**config.mk**
```make
export PLATFORM = sky130hd
export DESIGN_NAME = nes_poll_scheduler
export DESIGN_NICKNAME = d
export VERILOG_FILES = /design/src/rtl/nes_poll_scheduler.sv
export SDC_FILE = /design/constraint.sdc
export NUM_CORES = 1
export LEC_CHECK = 0
export CORE_MARGIN = 5
export CORE_UTILIZATION = 49
export DETAILED_ROUTE_END_ITERATION = 10
export PLACE_DENSITY = 0.75
export SLEW_MARGIN = 30
export SYNTH_ARGS = -nofsm -noshare
export SYNTH_HDL_FRONTEND = slang
export SYNTH_SLANG_ARGS = --single-unit
export TNS_END_PERCENT = 20
```
**constraint.sdc**
```tcl
create_clock -name clock -period 1.85 [get_ports clock]
set_input_delay 0.37 -clock clock [delete_from_list [all_inputs] [get_ports clock]]
set_output_delay 0.37 -clock clock [all_outputs]
set_load 0.02 [all_outputs]
```
**src/rtl/nes_poll_scheduler.sv**
```systemverilog
// Serial readout scheduler for two NES pads sharing one latch/pulse pair.
// Optional macro NES_PRESS_EDGE_EN adds newly-pressed strobes on pressed0/pressed1.
module nes_poll_scheduler #(
  parameter int LATCH_CYCLES  = 600,
  parameter int HALF_BIT      = 300,
  parameter int POLL_INTERVAL = 833333
) (
  input  logic       clock,
  input  logic       reset,
  input  logic       enable,
  input  logic       poll_now,
  input  logic       data0,
  input  logic       data1,
  output logic       latch,
  output logic       pulse,
  output logic [7:0] buttons0,
  output logic [7:0] buttons1,
  output logic       valid,
  output logic       busy,
  output logic [7:0] pressed0,
  output logic [7:0] pressed1
);

  typedef enum logic [2:0] {
    IDLE, LATCH, SETTLE, PULSE_HI, PULSE_LO, DONE
  } state_t;

  localparam int PHASE_MAX = (LATCH_CYCLES > HALF_BIT) ? LATCH_CYCLES : HALF_BIT;
  localparam int PW        = $clog2(PHASE_MAX + 1);
  localparam int IW        = $clog2(POLL_INTERVAL + 1);

  state_t          state, state_n;
  logic [PW-1:0]   phase;
  logic [IW-1:0]   ivl;
  logic [2:0]      bit_idx;
  logic [7:0]      sh0, sh1;
  logic            start, last_latch, last_half, sample;

  assign last_latch = (phase == PW'(LATCH_CYCLES - 1));
  assign last_half  = (phase == PW'(HALF_BIT - 1));
  assign start      = (state == IDLE) && enable &&
                      (poll_now || (ivl == IW'(POLL_INTERVAL - 1)));
  // Bit 0 is taken at the end of SETTLE, bits 1..7 at the end of each PULSE_LO.
  assign sample     = ((state == SETTLE) || (state == PULSE_LO)) && last_half;

  // NOTE: every signal written here gets a default first so no latch is inferred.
  always_comb begin
    state_n = state;
    case (state)
      IDLE:     if (start)      state_n = LATCH;
      LATCH:    if (last_latch) state_n = SETTLE;
      SETTLE:   if (last_half)  state_n = PULSE_HI;
      PULSE_HI: if (last_half)  state_n = PULSE_LO;
      PULSE_LO: if (last_half)  state_n = (bit_idx == 3'd7) ? DONE : PULSE_HI;
      DONE:                     state_n = IDLE;
      default:                  state_n = IDLE;
    endcase
  end

  // NOTE: sequential state uses non-blocking assignments so every register sees
  // pre-edge values regardless of statement order.
  always_ff @(posedge clock) begin
    if (!reset) begin
      state    <= IDLE;
      phase    <= '0;
      ivl      <= '0;
      bit_idx  <= '0;
      sh0      <= '0;
      sh1      <= '0;
      buttons0 <= '0;
      buttons1 <= '0;
      valid    <= 1'b0;
    end else begin
      state <= state_n;
      phase <= ((state_n != state) || (state == IDLE)) ? '0 : phase + PW'(1);

      // Start-to-start interval; parked at 0 whenever scanning is disabled.
      if (!enable || start)
        ivl <= '0;
      else if (ivl != IW'(POLL_INTERVAL - 1))
        ivl <= ivl + IW'(1);

      if (start)
        bit_idx <= '0;
      else if (sample)
        bit_idx <= bit_idx + 3'd1;

      // LSB-first shift: after eight samples bit 0 (A) sits in position 0.
      if (sample) begin
        sh0 <= {~data0, sh0[7:1]};
        sh1 <= {~data1, sh1[7:1]};
      end

      valid <= (state == DONE);
      if (state == DONE) begin
        buttons0 <= sh0;
        buttons1 <= sh1;
      end
    end
  end

  assign latch = (state == LATCH);
  assign pulse = (state == PULSE_HI);
  assign busy  = (state != IDLE);

`ifdef NES_PRESS_EDGE_EN
  always_ff @(posedge clock) begin
    if (!reset) begin
      pressed0 <= '0;
      pressed1 <= '0;
    end else if (state == DONE) begin
      pressed0 <= sh0 & ~buttons0;
      pressed1 <= sh1 & ~buttons1;
    end else begin
      pressed0 <= '0;
      pressed1 <= '0;
    end
  end
`else
  assign pressed0 = 8'h00;
  assign pressed1 = 8'h00;
`endif

endmodule

```
======== After elaboration in Yosys (flattened, before gate mapping) ========
Cells that the tools add are included.
storage, ports and cells
  bits in latches ......................... 0
  word-level logic and storage cells ...... 46
  bits in writable memories ............... 0
  bits in read-only memories .............. 0
  bits of input ports ..................... 6
  register bits after elaboration ......... 69
  memories kept ........................... 0
  output and inout port bits .............. 36
cells by class
  reductions and logical operators ........ 13
  shift-type cells ........................ 0
  eq/ne operators ......................... 11
  div/mod/pow operators ................... 0
  bitwise gates (word level) .............. 3
  muxes and demuxes ....................... 7
  $lt $le $gt $ge ......................... 0
  add/subtract/negate cells ............... 3
  $mul .................................... 0
operators by type and width
  kind                                                              count
  20-bit by 1-bit adder with 20-bit output, second input constant   1
  20-bit == test, second input constant                             1
  20-bit inequality test, second input constant                     1
  3-bit two-way mux                                                 6
  3-bit case mux with 5 select lines                                1
  10-bit by 1-bit adder with 10-bit output, second input constant   1
  10-bit == test, second input constant                             1
  10-bit by 9-bit == test with 1-bit output, second input constant  1
  3-bit == test, second input constant                              3
  3-bit by 2-bit == test with 1-bit output, second input constant   2
  2-bit OR reduction                                                3
  1-bit logical OR                                                  4
  3-bit by 1-bit adder with 3-bit output, second input constant     1
  3-bit by 1-bit == test with 1-bit output, second input constant   1
  1-bit logical AND                                                 3
  3-bit logical NOT                                                 1
  3-bit inequality test                                             1
  1-bit NOT                                                         3
  3-bit nonzero test                                                1
  1-bit logical NOT                                                 1

======== Logic depth before layout (Yosys ltp) ========
Gate-level depths: netlist of run 1.
  depth after elaboration ................. 8
  gate-level depth with buffers ........... 9
  gate-level depth less buffers ........... 7

======== Worst setup path after synthesis of run 1 ========
No wires, ideal clock.
  path kind ............................... register to register
  start ................................... register phase[0]
  end ..................................... register bit_idx[1]
  path buffers ............................ 1
  setup time .............................. 0.116 ns
  stages on the path, launching flop included .. 8
  setup slack ............................. -0.010 ns
  arrival ................................. 1.745 ns
  period minus slack after synthesis ...... 1.860 ns
  data required time ...................... 1.734 ns
  cells stage by stage .................... dfxtp_1 > ha_1 > nand3_1 > nand4bb_1 > buf_2 > a211oi_4 > mux2_2 > and3_1
on the way
  word-level cells in the longest chain between the ends .. 2
ends and longest elaborated chain
  what                                       RTL line  source
  start: declaration                         33        logic [PW-1:0] phase;
  start signal: assignment                   75        phase <= ((state_n != state) || (state == IDLE)) ? '0 : phase + PW'(1);
  10-bit by 9-bit == test with 1-bit output  40        assign last_half = (phase == PW'(HALF_BIT - 1));
  1-bit logical AND                          44        assign sample = ((state == SETTLE) || (state == PULSE_LO)) && last_half;
  end signal: assignment                     86        bit_idx <= bit_idx + 3'd1;
  end: declaration                           35        logic [2:0] bit_idx;
Every way passes these cells.
A chain may end at the register's enable or synchronous reset.

======== Worst setup path in the final report of run 1 ========
  start ................................... register state[2]
  end ..................................... output port pulse
on the way
  word-level cells in the longest chain between the ends .. 1
ends and longest elaborated chain
  what                                      RTL line  source
  start: declaration                        32        state_t state, state_n;
  start signal: assignment                  74        state <= state_n;
  3-bit by 2-bit == test with 1-bit output  103       assign pulse = (state == PULSE_HI);
  end: declaration                          15        output logic pulse,
Every way passes these cells.

==> results of run 1 <==
[per-layer routing]
| metal | part of all wire [%] | up-vias | global-route usage, % |
|---|---|---|---|
| li1 | - | 1257 | - |
| met1 | 46 | 1137 | 19.1 |
| met2 | 48 | 34 | 25.7 |
| met3 | 3.9 | 12 | 3.69 |
| met4 | 2.2 | 0 | 9.61 |
| met5 | 0 | - | 0 |
[flip-flops by register name (all words and copies together) (netlist names)]
register	count
sh1	8
ivl	20
sh0	8
buttons1	8
phase	10
valid	1
state	3
bit_idx	3
buttons0	8
[worst max path at each step]
stage,slack [ps],to,depth (start not counted),from
finish,8,pulse,3,state[2]$_SDFF_PN0_
global route,-90,ivl[6]$_SDFFE_PP0N_,8,ivl[0]$_SDFFE_PP0N_
CTS,20,phase[5]$_SDFF_PP0_,8,phase[1]$_SDFF_PP0_
detailed placement,-10,bit_idx[1]$_SDFFE_PP0P_,6,phase[1]$_SDFF_PP0_
global placement,30,bit_idx[2]$_SDFFE_PP0P_,6,phase[0]$_SDFF_PP0_
floorplan,50,bit_idx[1]$_SDFFE_PP0P_,7,phase[0]$_SDFF_PP0_
[cell type report]
type                            count  area, µm²  area share (%)
Clock buffer                       11        141            3.77
Clock inverter                      5       58.8            1.57
Inverter                            8       30.0           0.800
Multi-Input combinational cell    266       1610            42.9
Sequential cell                    69       1390            37.0
Tap cell                           77       96.3            2.57
Timing Repair Buffer               47        428            11.4
[worst min-delay path, stage by stage, from the launching register on]
cell,delay [ps]
dfxtp_1,310
nand2_1,50
a21boi_0,60
[layout by cell type, fill, tap and decap left out, types with 14 or more instances in the layout]
cell type        Yosys  final
a21boi_0            25     25
buf_4               17     20
clkdlybuf4s50_1      0     22
conb_1               1     16
dfxtp_1             69     64
nand2_1             72     72
nand3_1             18     17
nor2_1              36     36
xnor2_1             14     14
[power breakdown]
group	total, µW	switching, µW	internal [µW]
clock network	1230	569	662
registers	1490	3.16	1490
logic	128	83.4	45.1
[timing repair]
item | CTS | global route
gates resized for setup | 5 | 13
pin swaps | 0 | 3
setup endpoints to repair | 5 | 44
cloned | 0 | 0
buffers inserted | 0 | 2
hold endpoints to repair | 0 | 0
[kinds of logic after synthesis]
kind of cell	Yosys count	synth area share [%]
AND/OR/NAND/NOR	167	25.2
flip-flops	69	44.6
AO/OA/AOI/OAI	52	13.3
buffers and inverters	36	7.30
XOR/XNOR	24	6.78
adder cells (fa/ha/maj)	5	2.02
multiplexers	2	0.726
other	1	0.121
[per-stage QoR]
| stage | setup slack, ps | setup TNS (ps) | cells | util, % | hold slack (ps) |
|---|---|---|---|---|---|
| floorplan | 49.8 | 0 | 371 | - | 432 |
| global placement | 30.5 | 0 | 465 | 55.6 | 449 |
| detailed placement | -10.0 | -12.4 | 465 | 55.6 | 458 |
| CTS | 22.8 | 0 | 481 | 58.9 | 468 |
| global route | -89.6 | -1370 | 483 | 60.1 | 484 |
| finish | 8.15 | 0 | 483 | 60.1 | 464 |
==> flow_summary.ini, run 1 <==
[floorplan]
die_h_um = 89.5
dieArea_um2 = 8020
initial_util_pct = 49.7
num_io_pins = 42
die_width_um = 89.5
rows = 29
core_area_um2 = 6240

[worst_hold_path]
worst_hold_path_type = flop to flop
worst_hold_path.num_cells = 2
hold_worst_path_end = buttons1[2]$_SDFFE_PN0P_
hold_start = buttons1[2]$_SDFFE_PN0P_

[synthesis]
synth_async_sr_flop_share_pct = 0
synth-edff-count = 0
synth_ff_type = dfxtp_1
synth_commonest_cells = nand2_1 (72), dfxtp_1 (69), nor2_1 (36), a21boi_0 (25), nand3_1 (18)
yosys.area.top_type_share_pct = 44.6
synth_most_common_cell = nand2_1
post_synth_instance_area_um2 = 3100
share_of_synthesized_area_occupied_by_flip_flops_and_latches_pct = 44.6
synth.largest_area_cell = dfxtp_1
postSynthRegisterBits = 69
synth_warnings = 0
synthesis.area_per_instance_um2 = 8.71
synth.distinct_cells = 49
synthesis.instances = 356
synthTopCellsByArea = dfxtp_1 (45%), nand2_1 (8.7%), a21boi_0 (6.1%), nor2_1 (4.4%), buf_4 (4.1%)

[drt]
wire_per_inst_um = 12.3
avgViaCountPerCell = 5.05
detail_route.first_pass.iterations = 4
vias = 2440
drt_iter0_drc = 128
drc = 0
finalWirelength_um = 5960
drtAntennaViolNets = 0

[critical_path]
crit_chain = nand2b_1 > nor2_1 > dlygate4sd2_1
setup.reg_to_reg.worst_slack_ps = 60
critPathMaxFanout = 8
crit_required_ps = 1480
worst_r2r_path_depth = 8
worstSetupEndpointType = primary output
top_delay_family_on_crit_path = flip-flops
critical_path.n_buffers_inverters = 1
regToRegEndpoint = ivl[6]$_SDFFE_PP0N_
slowest_delay_ps = 390
crit_reg_reg_startpoint = ivl[0]$_SDFFE_PP0N_
critPathKind = flop to primary output
timing.critical_path.arrival_ps = 1470
worstSetupStartpointType = flop
critical-path-slowest-cell = dfxtp_1

[clock_tree]
cts-root-to-sink-buffers = 2
holdBufCountCts = 0
cts_htree_levels = 3
tritoncts = built
clock_insertion_delay_worst_skew_ps = 340
cts_num_sinks = 69
clock_tree.root_cell = clkbuf_8
tritoncts.num_buffers = 9
path_clk_slew_ps = 70

[job]
maxCapViolations = 0

[timing]
min_period_ps = 1840
hold_violations = 0
max_freq_mhz = 543
timing.final.max_slew_violations = 0
final_worst_path_period_share_pct = 99.6
setup_viol = 0
grt_setup_unrepaired = yes
clock-skew-final_ps = 6.13

[global_routing]
grt_remaining_overflow = 0
global_route.usage.total_pct = 15.9
grt_start_max_net_pins = 39
grt_pass1_wl_um = 9890
grt_antenna_before_repair = 0
first_global_vias = 2302

[power_and_ir_drop]
pwr_density_nw_per_um2 = 760
power.leakage_uw = 0.00133
finalPower_uw = 2850
max-vdd-ir-drop_mv = 0.539

[layout]
nNetsFinal = 412
antenna-diode-count = 0
final.fill_count = 539
fraction_of_layout_cells_with_a_size_suffix_above_1_pct = 15.3
area_delta_synth_final_pct = 21.1
final_design_area_no_fill_um2 = 3750

[place]
detailed_place_hpwl_um = 4170
placed_area_um2 = 3470
buffer_ports.inserted = 25
place_congestion = 0.821

[run_status]
status = complete, no violations
Note: power is estimated with default switching activity, not from simulation.
==> run 2: changes to the inputs <==
- CORE_UTILIZATION: 49 -> 40
- PLACE_DENSITY: 0.75 -> unset
- SETUP_SLACK_MARGIN: unset -> 0.5
- SLEW_MARGIN: 30 -> unset
==> run 2 against run 1 <==
Maximum frequency rose by 5.9%; die area rose by 20%; register-to-register slack improved by 50 ps; routed wire length rose by 12%; critical path depth rose by 5; combinational power rose by 22%; worst hold slack got worse by 4.1 ps; largest power group unchanged; core utilization fell by 4.6 points; worst setup slack improved by 100 ps.
==> flow_summary.ini, run 2 (synthesis gave the netlist of run 1 again) <==
[drt]
wire_per_inst_um = 12.7
vias = 2557
detail_route.first_pass.iterations = 4
drc = 0
drtAntennaViolNets = 0
finalWirelength_um = 6700
avgViaCountPerCell = 4.85
drt_iter0_drc = 63

[job]
maxCapViolations = 0

[layout]
reg_top3 = ivl x20, phase x10
layout_commonest_cell = dfxtp_1
final.fill_count = 670
largest_reg_flops = 20
area_delta_synth_final_pct = 37.0
final_design_area_no_fill_um2 = 4250
nNetsFinal = 431
antenna-diode-count = 0
fraction_of_layout_cells_with_a_size_suffix_above_1_pct = 29.4
regArea_um2 = 1400
leading_cell_types_in_the_layout_fill_and_taps_excluded = dfxtp_1 (60), nand2_1 (57), nor2_1 (34)
multiInputGateArea_um2 = 1820
registers.top_by_ff_count = ivl

[timing]
timing.final.max_slew_violations = 0
min_period_ps = 1740
grt_setup_unrepaired = yes
totalNegativeSetupSlack_ps = 0
setup_viol = 0
hold_violations = 0
final_worst_path_period_share_pct = 94.0
whs_ps = 460
clock-skew-final_ps = 4.44
max_freq_mhz = 575

[critical_path]
worst_r2r_path_depth = 8
regToRegEndpoint = ivl[13]$_SDFFE_PP0N_
critPathMaxFanout = 8
crit_reg_reg_startpoint = ivl[1]$_SDFFE_PP0N_
critical-path-slowest-cell = dfxtp_4
critPathKind = flop to flop
setup.reg_to_reg.worst_slack_ps = 110
timing.critical_path.arrival_ps = 1980
worstSetupStartpointType = flop
crit_chain = inv_4 > ha_4 > and4b_1 > nand3_2 > o31ai_4 > a21o_1 > buf_4 > nor2_1
slowest_delay_ps = 370
worstSetupEndpointType = flop
crit_required_ps = 2090

[clock_tree]
cts-root-to-sink-buffers = 2
cts_htree_levels = 3
tritoncts.num_buffers = 9
holdBufCountCts = 0
clock_tree.root_cell = clkbuf_8
cts_num_sinks = 69
path_clk_slew_ps = 70
clock_insertion_delay_worst_skew_ps = 340
tritoncts = built

[global_routing]
grt_pass1_wl_um = 10900
global_route.usage.total_pct = 13.7
first_global_vias = 2370
grt_remaining_overflow = 0
grt_start_max_net_pins = 39
grt_antenna_before_repair = 0

[worst_hold_path]
worst_hold_path.num_cells = 2
hold_worst_path_end = buttons0[4]$_SDFFE_PN0P_
hold_start = buttons0[4]$_SDFFE_PN0P_
worst_hold_path_type = flop to flop

[place]
detailed_place_hpwl_um = 4120
buffer_ports.inserted = 25
place_congestion = 0.776
placed_area_um2 = 3570

[power_and_ir_drop]
power.leakage_uw = 0.00155
max-vdd-ir-drop_mv = 0.322
pwr_density_nw_per_um2 = 711

[floorplan]
dieArea_um2 = 9610
core_area_um2 = 7650
initial_util_pct = 40.5
die_width_um = 98.0
rows = 32
die_h_um = 98.0
num_io_pins = 42

[run_status]
status = complete, no violations
-- run 2: cell type report --
cell class                 instances  area share (%)
clock inverter                     6            2.03
multi-input combinational        266            42.9
timing repair buffer              66            15.0
tap                              102            3.00
inverter                           8           0.824
clock buffer                      10            3.24
sequential                        69            33.0
-- run 2: metrics by stage --
step	cells	utilization, %	setup slack (ps)	total power, µW
2_1_floorplan	371	-	137	1630
3_3_place_gp	491	46.7	57.5	1650
3_5_place_dp	491	46.7	9.31	1650
4_1_cts	518	52.5	94.5	3030
5_1_grt	527	55.6	23.3	3130
6_report	527	55.6	110	3020
-- run 2: report_power, final --
| part | switching, µW | internal [µW] | total (µW) |
|---|---|---|---|
| sequential | 5.41 | 1480 | 1490 |
| clock | 584 | 793 | 1380 |
| combinational | 94.2 | 61.9 | 156 |
| total | 684 | 2340 | 3020 |
-- run 2: worst max-delay path: cells and delay by family, from the launching register on --
family	cells	cell delay, ps
AOI/OAI and AO/OA	2	530
adders and majority gates	1	110
buffers and inverters	2	230
DFF	1	370
and+or+nand+nor	3	400
-- run 2: metal layers --
layer | part of all wire, % | vias up | track usage [%]
li1 | - | 1295 | -
met1 | 46 | 1196 | 17.8
met2 | 47 | 52 | 21.6
met3 | 4.5 | 14 | 4.36
met4 | 2.0 | 0 | 4.47
met5 | 0 | - | 0
-- run 2: worst max path at each step --
| stage | from | end | slack (ps) | depth (start not counted) |
|---|---|---|---|---|
| final | ivl[1]$_SDFFE_PP0N_ | ivl[13]$_SDFFE_PP0N_ | 110 | 8 |
| after global routing | phase[1]$_SDFF_PP0_ | phase[9]$_SDFF_PP0_ | 20 | 8 |
| after CTS | ivl[0]$_SDFFE_PP0N_ | ivl[3]$_SDFFE_PP0N_ | 90 | 7 |
| after detailed placement | phase[9]$_SDFF_PP0_ | sh0[0]$_SDFFE_PN0P_ | 9 | 6 |
| after global placement | phase[1]$_SDFF_PP0_ | sh1[6]$_SDFFE_PN0P_ | 60 | 7 |
| after floorplan | phase[1]$_SDFF_PP0_ | bit_idx[1]$_SDFFE_PP0P_ | 140 | 7 |
-- run 2: repair_timing --
item / CTS / global route
resized for setup: 55 / 32
endpoints found under the setup margin: 88 / 88
gates cloned: 2 / 0
pin swaps: 14 / 9
setup buffers: 9 / 9
